[config.mk]
export PLATFORM = sky130hd
export DESIGN_NAME = fetch_stage_flat
export DESIGN_NICKNAME = d
export VERILOG_FILES = /design/src/rtl/fetch_stage_if.sv /design/src/rtl/fetch_stage.sv /design/src/flat_wrapper.sv
export SDC_FILE = /design/constraint.sdc
export NUM_CORES = 1
export LEC_CHECK = 0
export CAP_MARGIN = 40
export CORE_UTILIZATION = 45
export DETAILED_ROUTE_END_ITERATION = 6
export PLACE_DENSITY = 0.87
export SYNTH_ARGS = -nofsm -noshare
export SYNTH_HDL_FRONTEND = slang
export SYNTH_SLANG_ARGS = --single-unit
[constraint.sdc]
create_clock -name clk -period 2.4 [get_ports clk]
set_clock_uncertainty 0.15 [all_clocks]
set_input_delay 0.72 -clock clk [delete_from_list [all_inputs] [get_ports clk]]
set_output_delay 0.72 -clock clk [all_outputs]
set_load 0.02 [all_outputs]
[src/rtl/fetch_stage_if.sv]
// Instruction-memory port of the fetch stage: address out, word and ready back.
interface fetch_stage_if #(
   parameter int ADDRBITS = 16,
   parameter int INSTBITS = 16
);
   logic [ADDRBITS-1:0] imem_addr;
   logic [INSTBITS-1:0] imem_data;
   logic                imem_ready;

   modport master (output imem_addr, input imem_data, input imem_ready);
   modport slave  (input imem_addr, output imem_data, output imem_ready);
endinterface

[src/rtl/fetch_stage.sv]
// Instruction-fetch stage with the IF/ID pipeline register. Priority of the
// per-cycle update: redirect > squash (full_noop) > hold (noop) > memory
// not ready > normal fetch. Every bubble placed in the slot is counted.
module fetch_stage #(
   parameter int                     ADDRBITS  = 16,
   parameter int                     INSTBITS  = 16,
   parameter int                     REGBITS   = 4,
   parameter logic [ADDRBITS-1:0]    RESET_PC  = '0,
   parameter logic [INSTBITS-1:0]    NOP_INSTR = '0
) (
   input  logic                clk,
   input  logic                rst_n,
   input  logic                noop,
   input  logic                full_noop,
   input  logic                redirect,
   input  logic [ADDRBITS-1:0] redirect_pc,
   fetch_stage_if.master       imem,
   output logic [INSTBITS-1:0] instr_D,
   output logic [REGBITS-1:0]  op_D,
   output logic [ADDRBITS-1:0] pc_D,
   output logic [ADDRBITS-1:0] pc_plus1_D,
   output logic                valid_D,
   output logic [15:0]         bubble_cnt
);

   logic [ADDRBITS-1:0] pc_q, pc_d;
   logic [INSTBITS-1:0] instr_q, instr_d;
   logic [ADDRBITS-1:0] pc_dec_q, pc_dec_d;
   logic                valid_q, valid_d;
   logic [15:0]         bubble_cnt_q, bubble_cnt_d;
   logic                bubble;

   // Next-state selection; the bubble fields use the PC before any redirect.
   always_comb begin
      pc_d         = pc_q;
      instr_d      = instr_q;
      pc_dec_d     = pc_dec_q;
      valid_d      = valid_q;
      bubble       = 1'b0;
      if (redirect) begin
         pc_d   = redirect_pc;
         bubble = 1'b1;
      end else if (full_noop) begin
         bubble = 1'b1;
      end else if (noop) begin
         bubble = 1'b0;
      end else if (!imem.imem_ready) begin
         bubble = 1'b1;
      end else begin
         instr_d  = imem.imem_data;
         pc_dec_d = pc_q;
         valid_d  = 1'b1;
         pc_d     = pc_q + 1'b1;
      end
      if (bubble) begin
         instr_d  = NOP_INSTR;
         pc_dec_d = pc_q;
         valid_d  = 1'b0;
      end
      bubble_cnt_d = bubble_cnt_q;
      if (bubble && (bubble_cnt_q != 16'hFFFF))
         bubble_cnt_d = bubble_cnt_q + 16'd1;
   end

   // PC, decode slot and bubble counter registers.
   always_ff @(posedge clk or negedge rst_n) begin
      if (!rst_n) begin
         pc_q         <= RESET_PC;
         instr_q      <= NOP_INSTR;
         pc_dec_q     <= '0;
         valid_q      <= 1'b0;
         bubble_cnt_q <= 16'd0;
      end else begin
         pc_q         <= pc_d;
         instr_q      <= instr_d;
         pc_dec_q     <= pc_dec_d;
         valid_q      <= valid_d;
         bubble_cnt_q <= bubble_cnt_d;
      end
   end

   assign imem.imem_addr = pc_q;
   assign instr_D        = instr_q;
   assign op_D           = instr_q[INSTBITS-1 -: REGBITS];
   assign pc_D           = pc_dec_q;
   assign pc_plus1_D     = pc_dec_q + 1'b1;
   assign valid_D        = valid_q;
   assign bubble_cnt     = bubble_cnt_q;

endmodule

[src/flat_wrapper.sv]
// flat-port wrapper written by rule: the top's interface ports become plain ports
module fetch_stage_flat 
#(
   parameter int                     ADDRBITS  = 16,
   parameter int                     INSTBITS  = 16,
   parameter int                     REGBITS   = 4,
   parameter logic [ADDRBITS-1:0]    RESET_PC  = '0,
   parameter logic [INSTBITS-1:0]    NOP_INSTR = '0
)
  (clk, rst_n, noop, full_noop, redirect, redirect_pc, instr_D, op_D, pc_D, pc_plus1_D, valid_D, bubble_cnt, imem_imem_addr, imem_imem_data, imem_imem_ready);
  fetch_stage_if #(.ADDRBITS(ADDRBITS), .INSTBITS(INSTBITS)) imem_i ();
  input  logic clk;
  input  logic rst_n;
  input  logic noop;
  input  logic full_noop;
  input  logic redirect;
  input  logic [ADDRBITS-1:0] redirect_pc;
  output logic [INSTBITS-1:0] instr_D;
  output logic [REGBITS-1:0] op_D;
  output logic [ADDRBITS-1:0] pc_D;
  output logic [ADDRBITS-1:0] pc_plus1_D;
  output logic valid_D;
  output logic [15:0] bubble_cnt;
  output wire logic [$bits(imem_i.imem_addr)-1:0] imem_imem_addr;
  input wire logic [$bits(imem_i.imem_data)-1:0] imem_imem_data;
  input wire logic [$bits(imem_i.imem_ready)-1:0] imem_imem_ready;
  assign imem_imem_addr = imem_i.imem_addr;
  assign imem_i.imem_data = imem_imem_data;
  assign imem_i.imem_ready = imem_imem_ready;
  fetch_stage #(.ADDRBITS(ADDRBITS), .INSTBITS(INSTBITS), .REGBITS(REGBITS), .RESET_PC(RESET_PC), .NOP_INSTR(NOP_INSTR)) u_core (.clk(clk), .rst_n(rst_n), .noop(noop), .full_noop(full_noop), .redirect(redirect), .redirect_pc(redirect_pc), .imem(imem_i), .instr_D(instr_D), .op_D(op_D), .pc_D(pc_D), .pc_plus1_D(pc_plus1_D), .valid_D(valid_D), .bubble_cnt(bubble_cnt));
endmodule
* Yosys cells after proc, flatten, opt, wreduce, memory -nomap -nowiden
Cells that the tools add are included.
Widths: inputs -> output; s select.
** Storage, ports and cells
- Word-level logic and storage cells :: 42
- Output and inout port bits :: 85
- Input port bits :: 38
- Bits in registers :: 65
** Cells by class
- Mux-type cells :: 23
- $add $sub $neg :: 3
- Eq/ne operators :: 6
- Reduce and logical (&&, ||, !) cells :: 5
** Operator list (number)
- $mux 16 :: 14
- $add 16x1->16 const B :: 3
- $ne 16x16->1 const B :: 1
- $ne 2x1->1 const B :: 5
- $mux 1 :: 9
- $reduce_and 4->1 :: 1
- $reduce_bool 2->1 :: 2
- $reduce_and 3->1 :: 1
- $logic_and 1x1->1 :: 1

* Logic depth before layout (Yosys ltp)
Gate-level depths: netlist of the first run.
- Depth after elaboration :: 6
- Gate-level depth with buffers :: 6
- Gate-level depth less buffers :: 5

* Least setup slack after synthesis of the first run
OpenSTA, ideal clock, no wires.
- Path type :: flip-flop to output port
- Start point :: register u_core.pc_dec_q[5] (netlist: u_core.pc_D[5])
- End point :: output pc_plus1_D[15]
- Buffers on the path :: 0
- Setup slack :: -0.187 ns
- Arrival time :: 1.717 ns
- Stages on the path, launching flop included :: 5
- Cells stage by stage :: dfrtp_1 -> nand4_1 -> nor4_1 -> nand3_1 -> xnor2_1
** Between the ends
- Cells in the longest elaborated chain, start to end :: 1
** Ends and longest elaborated chain
- start: declaration :: RTL line fetch_stage.sv:28 : logic [ADDRBITS-1:0] pc_dec_q, pc_dec_d;
- start signal: assignment :: RTL line fetch_stage.sv:76 : pc_dec_q <= pc_dec_d;
- $add 16x1->16 :: RTL line fetch_stage.sv:86 : assign pc_plus1_D = pc_dec_q + 1'b1;
- end: declaration :: RTL line flat_wrapper.sv:21 : output logic [ADDRBITS-1:0] pc_plus1_D;
Every way passes these cells.

* Final worst setup path of the first run
- Start point :: register u_core.pc_dec_q[0] (netlist: u_core.pc_D[0])
- End point :: output pc_plus1_D[14]
The elaborated chain is that of the path after synthesis.

==> impl_results.rst, run 1 <==
.. list-table::
   :header-rows: 1

   * - Metric
     - Value
   * - Max-capacitance violation count
     - 0
   * - Max Freq
     - 0.376 GHz
   * - Crit path time final
     - 2.66 ns
   * - Setup Crit Path Kind
     - reg -> out
   * - Data arrival, critical path
     - 1.79 ns
   * - Final Hold Viols
     - 0
   * - Final count of negative-setup-slack endpoints
     - 11
   * - Number of DRC markers in iteration 0
     - 197
   * - Count of flip-flops with a built-in enable after synthesis
     - 0
   * - Global placement routability congestion
     - 0.887
   * - Syn. warnings
     - 0
   * - Leakage power
     - 2.34 nW
   * - Vias in the first global route
     - 3122
   * - Max stage delay cell, worst path
     - dfrtp_1
   * - Source-to-sink clock delay at the later pin of the worst-skew pair
     - 0.34 ns
   * - Areal power density over the cells
     - 730 mW/mm2
   * - Io pins
     - 123
   * - Core Rows
     - 30
   * - Post-layout net count
     - 517
   * - Count of unique library cells instantiated by Yosys
     - 48
   * - Worst min path class
     - in -> async
   * - Post-synthesis net count
     - 348
   * - Routed vias
     - 3200
   * - Power consumption
     - 3.93 mW
   * - Clock transition at the register clock pins on the worst setup and hold paths after CTS
     - 0.08 ns
   * - Buffers on Ports
     - 122
   * - Worst path setup slack after routing
     - -0.263 ns
   * - Overall die area
     - 0.00772 mm2
   * - Die extent in y
     - 87.8 um
   * - Maximum count of clock buffers along a single path
     - 2
   * - Clk sinks
     - 65
   * - Max stage delay on crit path
     - 0.44 ns
   * - Detail-routed net length per standard cell
     - 17.5 um
   * - Top post-synthesis cells by area
     - dfrtp_1 49%, mux2_2 5.1%, xnor2_1 4.5%
   * - Worst path required time
     - 1.53 ns
   * - Post-synthesis area per instance
     - 10.8 um2
   * - Transition at the pin with the smallest max-transition slack
     - 0.526 ns
   * - CTS tree
     - built
   * - Net Sw Frac
     - 0.330
   * - Final clock period utilization by the worst path
     - 1.11
   * - Async S/R FF share, synth
     - 1.00
   * - Pin count of the biggest net entering global routing
     - 66
   * - Clock tree root buffer cell
     - clkbuf_8
   * - Sequential fraction of the synthesis area
     - 0.491
   * - Area Overhead vs Synth
     - 62.2%
   * - Clock Power Share
     - 0.295
   * - Pre-CTS WS
     - -0.286 ns
   * - Cell chain of the critical path
     - ha_2, nand4_1, nor3_2, nand2_1, xnor2_2, buf_4
   * - Core Area
     - 0.00694 mm2
   * - Area share of the largest cell type after synthesis
     - 0.491
   * - Crit path launch type
     - flip-flop
   * - Final HPWL from detailed placement
     - 7010 um
   * - Effective utilization at floorplan
     - 0.477
   * - Worst hold-check slack
     - 0.222 ns
   * - Global router's overall resource usage
     - 0.265
   * - Pre-antenna DRT Iters
     - 4
   * - Number of nets still failing antenna checks after routing
     - 0
   * - Post-detailed-route DRC marker count
     - 0
   * - Routed vias/inst
     - 5.55
   * - Layout cell share with drive strength beyond 1
     - 0.268
   * - Flops & latches, synth
     - 65
   * - Worst rel slew slack
     - 0.646
   * - Ant. Diodes
     - 0
   * - Internal power component
     - 2.63 mW
   * - Aggregate global routing overflow
     - 0
   * - Proportion of power drawn by flip-flops and latches
     - 0.375
   * - Psw
     - 1.30 mW
   * - Number of antenna violations at the first check in global routing
     - 0
   * - Library cell occupying the most area in the post-synthesis netlist
     - dfrtp_1
   * - Global-route wire length before repair
     - 15500 um
   * - Total Wirelength
     - 10100 um
   * - Maximum fanout along the worst path
     - 4
   * - Gate Count Post-Synth
     - 307
   * - Combinational Power Share
     - 0.331
   * - Total number of H-tree levels
     - 3
   * - Critical path endpoint category
     - primary output
   * - Worst ir drop on vdd
     - 0.604 mV
   * - Inserted Clock Buffers
     - 9
   * - Final Max Slew Viols
     - 0
   * - Result of the run
     - complete, but fails checks
   * - Cell area after synthesis
     - 0.00332 mm2
   * - Violations in the final reports
     - negative setup slack
   * - Flip-flop cell with the highest count after synthesis
     - dfrtp_1
   * - Unrepaired setup endpoints after global routing
     - true
   * - Overall die width
     - 87.8 um
-- power groups by stage --
stage | Sequential [mW] | Clock, mW | Combinational [mW]
2_1_floorplan | 1.67 | 0 | 0.387
3_3_place_gp | 1.47 | 0 | 1.23
3_5_place_dp | 1.48 | 0 | 1.26
4_1_cts | 1.46 | 1.17 | 1.27
5_1_grt | 1.49 | 1.23 | 1.38
6_report | 1.47 | 1.16 | 1.30
-- worst max-delay path, delay by kind of cell (launching register included) --
family        cells  cell delay [ns]
xor+xnor          1             0.14
fa+ha+maj         1             0.23
buf+inv           1             0.16
flops             1             0.44
simple gates      3             0.48
-- metal layers --
metal | up-vias | track usage | routed length (um)
li1 | 1476 | - | -
met1 | 1580 | 0.329 | 3940
met2 | 126 | 0.455 | 5380
met3 | 18 | 0.0594 | 549
met4 | 0 | 0.0939 | 205
met5 | - | 0 | 0
-- cell usage in the layout (no fill, tap or decap), types with 3 or more instances in the layout --
cell              n
a21oi_1           5
a221o_1           3
a22o_1           16
and3_1            5
and4_1            4
buf_12            3
buf_2             3
buf_4            56
buf_6             5
bufinv_16         3
clkbuf_8         10
clkdlybuf4s50_1  97
dfrtp_1          64
dlygate4sd2_1     5
dlymetal6s2s_1    5
inv_1             4
mux2_2           15
nand2_1          32
nand3_1          11
nand3_2           3
nand4_1          17
nor2_1            4
nor2b_1           3
nor3_1            5
nor4_1            5
nor4_4            3
o21ai_0          10
o311ai_0          3
xnor2_1          11
xnor2_2           6
xor2_1           16
-- repair_timing --
action                                  CTS  global route
hold endpoints to repair                  0             0
endpoints found under the setup margin   16            19
resized for setup                        91            17
hold buffers                              0             0
pin swaps                                14             5
setup buffers                             4             7
-- sequential cells by signal (all words and copies together), names as in the netlist --
register / cells
u_core.valid_D: 1
u_core.bubble_cnt: 16
u_core.instr_D: 16
u_core.imem.imem_addr: 16
u_core.pc_D: 16
-- stage by stage --
stage	cells	instance area, um2	setup TNS (ns)	util
6_report	577	5380	-1.77	0.774
5_1_grt	577	5380	-2.62	0.774
4_1_cts	570	5280	-1.01	0.760
3_5_place_dp	550	4960	-8.31	0.714
3_3_place_gp	550	4960	-6.30	0.714
2_1_floorplan	307	3350	-0.00245	-
-- synth_stat cells, types with 3 or more instances --
master and count:
inv_1 4, o21ai_0 10, and2_1 3, a21oi_1 5
nor2_1 6, ha_1 3, clkbuf_1 4, a22o_1 16
xnor2_1 17, and4_1 4, nor4_1 8, xor2_1 16
nand2_1 33, buf_2 9, mux2_2 15, o311ai_0 3
buf_4 4, and3_1 6, dfrtp_1 65, nor2b_1 3
nand4_1 17, nand3_1 14, nor3_1 7, a221o_1 3
-- final timing paths --
check	endpoint	slack [ns]	startpoint	cells past startpoint
max	pc_plus1_D[14]	-0.26	u_core.pc_D[0]$_DFFE_PN0P_	6
min	u_core.imem.imem_addr[5]$_DFFE_PN0P_	0.22	rst_n	2
max reg2reg	u_core.imem.imem_addr[12]$_DFFE_PN0P_	0.36	u_core.imem.imem_addr[1]$_DFFE_PN0P_	5
min reg2reg	u_core.instr_D[11]$_DFFE_PN0P_	0.36	u_core.instr_D[11]$_DFFE_PN0P_	1
max in group asynchronous	u_core.pc_D[8]$_DFFE_PN0P_	1.59	rst_n	2
min in group clk	u_core.instr_D[11]$_DFFE_PN0P_	0.36	u_core.instr_D[11]$_DFFE_PN0P_	1
-- kinds of logic (layout without fill, tap and decap cells) --
family | count (synthesis) | in the layout | synth area share
compound gates | 49 | 49 | 0.109
buf+inv | 21 | 195 | 0.0317
xor+xnor | 33 | 33 | 0.0872
fa+ha+maj | 3 | 3 | 0.0113
simple gates | 118 | 118 | 0.210
mux | 18 | 18 | 0.0604
flops | 65 | 65 | 0.491
-- cell type report --
class                   instances  area [um2]
multi-input cells             221        1730
repair buffers                175        1630
flip-flops and latches         65        1630
fillers                       442        1570
clock buffers                  10         138
well taps                      96         120
clock inverters                 6         115
inverters                       4        15.0
Power figures use the tool's default switching activity.
==> inputs of run 2 (changes only) <==
SLEW_MARGIN = 20   (was unset)
==> results of run 2 <==
No change in the layout: final DEF, timing and power equal those of run 1.
==> RTL change 1: new RTL, config.mk and constraints of run 2 <==
Register the output `bubble_cnt` once more, without a reset; this adds one clock of latency there. The other outputs are not delayed to match.
--- a/src/rtl/fetch_stage.sv
+++ b/src/rtl/fetch_stage.sv
@@ -86,5 +86,7 @@
    assign pc_plus1_D     = pc_dec_q + 1'b1;
    assign valid_D        = valid_q;
-   assign bubble_cnt     = bubble_cnt_q;
+   always_ff @(posedge clk) begin
+      bubble_cnt <= bubble_cnt_q;
+   end
 
 endmodule
Check against the original RTL: not equivalent (a bounded check fails within 4 cycles, from zero or initial values and one cycle with rst_n low).
==> RTL change 1 against run 2 <==
The run still ends with setup timing left; sequential power rose by 27%; register-to-register slack got worse by 0.07 ns; critical path depth did not move; setup slack improved by 0.066 ns; hold slack got worse by 0.0061 ns; utilization fell by 5.9 points; design area rose by 2.3%; wire length fell by 3.0%; power rose by 4.7%; largest cell class is now flip-flops and latches; synthesized area rose by 7.4%; sequential cell count rose by 16; combinational power fell by 4%.
==> RTL change 1: results (changes against run 2) <==
CTS clk-pin slew, worst paths 0.09 ns; vias in the first global route 2960 (-5.2%); final net count 524 (+1.4%); Crit Reg-Reg Endpoint u_core.bubble_cnt_q[1]; initial antenna violation count 0 (unchanged); worst hold path type input pin to asynchronous set/reset pin; DRT Pass-1 Iters 6 (+2); Static Leak 2.46 nW (+5.2%); failing checks setup timing; Clock Power 0.998 mW (-14%); r2r setup slk 0.29 ns (-0.07 ns); crit path max fanout 2 (-2); Synth Area in Compound Gates 8.93% (-1.9 points); Slowest-stage cell, CP dfrtp_1; PnR worst setup slack -0.197 ns (+0.0657 ns); overall routing resource usage 23.6% (-2.9 points); post-synthesis mux area share 5.03% (-1.0 points); dpl hpwl 6.80 mm (-3.0%); yosys warns 0 (unchanged); Seq power 1.86 mW (+27%); Routed WL 9.77 mm (-3.0%); Worst Path Arrival 1.73 ns (-0.06 ns); later-pin clock latency in the skew report 0.35 ns; peak per-stage delay on the critical path 0.37 ns (-0.07 ns); post-synthesis sequential area ratio 54.7% (+5.6 points); largest cells by area after synthesis dfrtp_1 (46%), dfxtp_1 (9.0%), xor2_1 (5.2%); first-pass GRT wire length 15.2 mm (-1.9%); Longest Clk Path Bufs 2 (unchanged); CP top delay family simple AND/OR/NAND/NOR gates; outcome complete, but fails checks; cts bufs inserted 9 (unchanged); drt first-iter violations 171 (-13%); Synth Area in Adders 1.05% (-0.078 points); layout cells sized above 1 24.4% (-2.4 points); ant diodes 0 (unchanged); Placed Area 0.00513 sq mm (+3.5%); largest net degree at the start of global routing 66 (unchanged); Synth top cells by count dfrtp_1 (65), nand2_1 (37), xor2_1 (21), a22o_1 (16), dfxtp_1 (16); Root Buffer clkbuf_8; Comb power 1.25 mW (-4%); worst r2r path cells 5 (unchanged); setup TNS -1.47 ns (+0.303 ns); hold_buf cts 0 (unchanged); peak supply drop 0.683 mV (+13%); count of different cell masters after synthesis 44 (-8.3%); H-tree depth 3 (unchanged); Post-synth ARST share 80.2% (-20 points); Routability Congestion 0.954 (+7.6%); reg-to-reg startpoint u_core.bubble_cnt_q[0]; FILL cells 556 (+26%); switch share 33.9% (+0.86 points); Post-synth top flop dfrtp_1; syn_nets 362 (+4.0%); slew margin rel. 72.9% (+8.2 points); XOR/XNOR share of the synthesized area 8.61% (-0.11 points); PortBufs 122 (unchanged); vias per inst 5.29 (-4.6%); # setup viols final 11 (unchanged)
-- RTL change 1: through the flow --
step	worst slack, ns	hold WS (ns)	instances
final	-0.197	0.216	590
after global routing	-0.299	0.242	590
after CTS	-0.174	0.228	583
after global placement	-0.250	0.254	563
after detailed placement	-0.302	0.254	563
after floorplan	-0.00342	0.231	321
-- RTL change 1: cell type report --
class / count / area [sq um] / share of cell area (%)
multi-input cells: 217 / 1610 / 29.2
well taps: 102 / 128 / 2.32
clock inverters: 6 / 53.8 / 0.978
clock buffers: 10 / 149 / 2.71
flip-flops and latches: 81 / 1950 / 35.5
repair buffers: 168 / 1590 / 28.9
inverters: 6 / 22.5 / 0.409
-- RTL change 1: worst max path at each step --
stage | end | cells after the start | slack, ns | start
6_report | pc_plus1_D[12] | 6 | -0.20 | u_core.pc_D[5]
5_1_grt | pc_plus1_D[12] | 6 | -0.30 | u_core.pc_D[6]
4_1_cts | pc_plus1_D[15] | 5 | -0.17 | u_core.pc_D[0]
3_5_place_dp | pc_plus1_D[14] | 6 | -0.30 | u_core.pc_D[0]
3_3_place_gp | pc_plus1_D[14] | 6 | -0.25 | u_core.pc_D[7]
2_1_floorplan | pc_plus1_D[15] | 4 | -0.003 | u_core.pc_D[5]
-- RTL change 1: per-layer routing --
| metal | track usage, % | up-vias | share of wire [%] |
|---|---|---|---|
| met4 | 9.26 | 0 | 1.3 |
| met5 | 0 | - | 0 |
| li1 | - | 1492 | - |
| met2 | 38.7 | 121 | 51 |
| met1 | 31.2 | 1496 | 42 |
| met3 | 4.02 | 14 | 5.0 |
-- RTL change 1: timing repair --
item                                   in CTS  in global routing
setup endpoints to repair                  17                 23
pin swaps                                  10                  7
endpoints found under the hold margin       0                  0
gates resized for setup                    94                 19
buffers inserted                            4                  7
==> RTL change 2: new RTL, config.mk and constraints of run 2 <==
Without the edit above. `REGBITS` is set to 4 in 2 places; all go to 3.
--- a/src/rtl/fetch_stage.sv
+++ b/src/rtl/fetch_stage.sv
@@ -5,5 +5,5 @@
    parameter int                     ADDRBITS  = 16,
    parameter int                     INSTBITS  = 16,
-   parameter int                     REGBITS   = 4,
+   parameter int                     REGBITS   = 3,
    parameter logic [ADDRBITS-1:0]    RESET_PC  = '0,
    parameter logic [INSTBITS-1:0]    NOP_INSTR = '0
--- a/src/flat_wrapper.sv
+++ b/src/flat_wrapper.sv
@@ -4,5 +4,5 @@
    parameter int                     ADDRBITS  = 16,
    parameter int                     INSTBITS  = 16,
-   parameter int                     REGBITS   = 4,
+   parameter int                     REGBITS   = 3,
    parameter logic [ADDRBITS-1:0]    RESET_PC  = '0,
    parameter logic [INSTBITS-1:0]    NOP_INSTR = '0
Interface: changed (resized op_D); port bits go from 123 to 122. The function was not compared with the original's and may differ.
==> RTL change 2 against run 2 <==
The flow still finishes with violations (setup timing); wire length is 2.3% higher; hold slack better by 0.0073 ns; sequential cell count stayed put; power is 0.19% lower; setup slack worse by 0.00095 ns; die area is 0.23% lower; register-to-register slack better by 0.05 ns; non-clock buffer count is 3 lower; design area hardly changed; via count is 2.2% higher; synthesized area is 0.23% lower.
==> RTL change 2: results (changes against run 2) <==
placed insts 552 (+0.36%); syn_nets 347 (-0.29%); crit path max fanout 2 (-2); drt wl/cell 17.9 um (+2.8%); largest cells by area after synthesis dfrtp_1 (49%), mux2_2 (5.1%), xnor2_1 (4.5%); Static Leak 2.32 nW (-1.2%); r2r setup slk 0.41 ns (+0.05 ns); Synth Instances 306 (-0.33%); slew margin rel. 61.4% (-3.3 points); # setup viols final 11 (unchanged); met3 GRT Util 3.86% (-2.1 points); outcome complete, but fails checks; Routability Congestion 0.883 (-0.35%); met1 Use GR 33.6% (+0.69 points); post-synthesis sequential area ratio 49.2% (+0.11 points); first-pass GRT wire length 15.8 mm (+2.1%); Met2 Routed Length 5.29 mm (-1.6%); PnR worst setup slack -0.264 ns (-0.000951 ns); PortBufs 121 (-0.82%); final non-filler cell total 574 (-0.52%); dpl hpwl 7.05 mm (+0.69%); vias in the first global route 3180 (+1.9%); met3 routed WL 563 um (+2.6%); overall routing resource usage 26.7% (+0.19 points); worst setup path startpoint u_core.pc_D[1]; P_int 2.60 mW (-1.3%); met2 Use GR 46.6% (+1.1 points); failing checks setup timing; post-CTS sizing 85 (-6.6%); peak per-stage delay on the critical path 0.40 ns (-0.04 ns); drt first-iter violations 242 (+23%); Placed Area 0.00498 sq mm (+0.50%); DRT Pass-1 Iters 5 (+1)
## RTL change 2: cell types whose count changed after synthesis, sizes merged
cell  delta
buf      -1
## RTL change 2: stage by stage
| step | util (%) | total power, mW | TNS, ns |
|---|---|---|---|
| after floorplan | - | 2.05 | -0.00245 |
| after global placement | 71.7 | 2.71 | -4.60 |
| after detailed placement | 71.7 | 2.75 | -6.74 |
| after CTS | 75.6 | 3.87 | -1.37 |
| after global routing | 77.4 | 4.09 | -2.48 |
| final | 77.4 | 3.92 | -1.76 |
## RTL change 2: worst reg2reg max path: stages (launching register included)
cell and delay [ns]:
dfrtp_2 0.46, ha_1 0.25, nand3_1 0.12, or4_1 0.53, or3_1 0.32, nand3_1 0.09
## RTL change 2: worst min-delay path by stage
stage | cells past startpoint | slack [ns] | from | endpoint
after floorplan | 0 | 0.27 | rst_n | u_core.bubble_cnt[0]
after global placement | 1 | 0.34 | u_core.instr_D[11] | u_core.instr_D[11]
after detailed placement | 1 | 0.34 | u_core.instr_D[7] | u_core.instr_D[7]
after CTS | 1 | 0.24 | rst_n | u_core.bubble_cnt[5]
after global routing | 1 | 0.26 | rst_n | u_core.bubble_cnt[5]
final | 1 | 0.23 | rst_n | u_core.bubble_cnt[6]
## RTL change 2: kinds of logic after synthesis
family          share of synthesized area (%)
xor+xnor                                 8.74
flops                                    49.2
buf+inv                                  2.95
fa+ha+maj                                1.13
compound gates                           10.9
simple gates                             21.1
mux                                      6.05
## RTL change 2: cell type report
class	instances	share of cell area (%)
Sequential cell	65	30.3
Clock inverter	6	2.14
Tap cell	96	2.23
Multi-Input combinational cell	221	32.5
Clock buffer	10	2.37
Timing Repair Buffer	172	30.1
Inverter	4	0.279
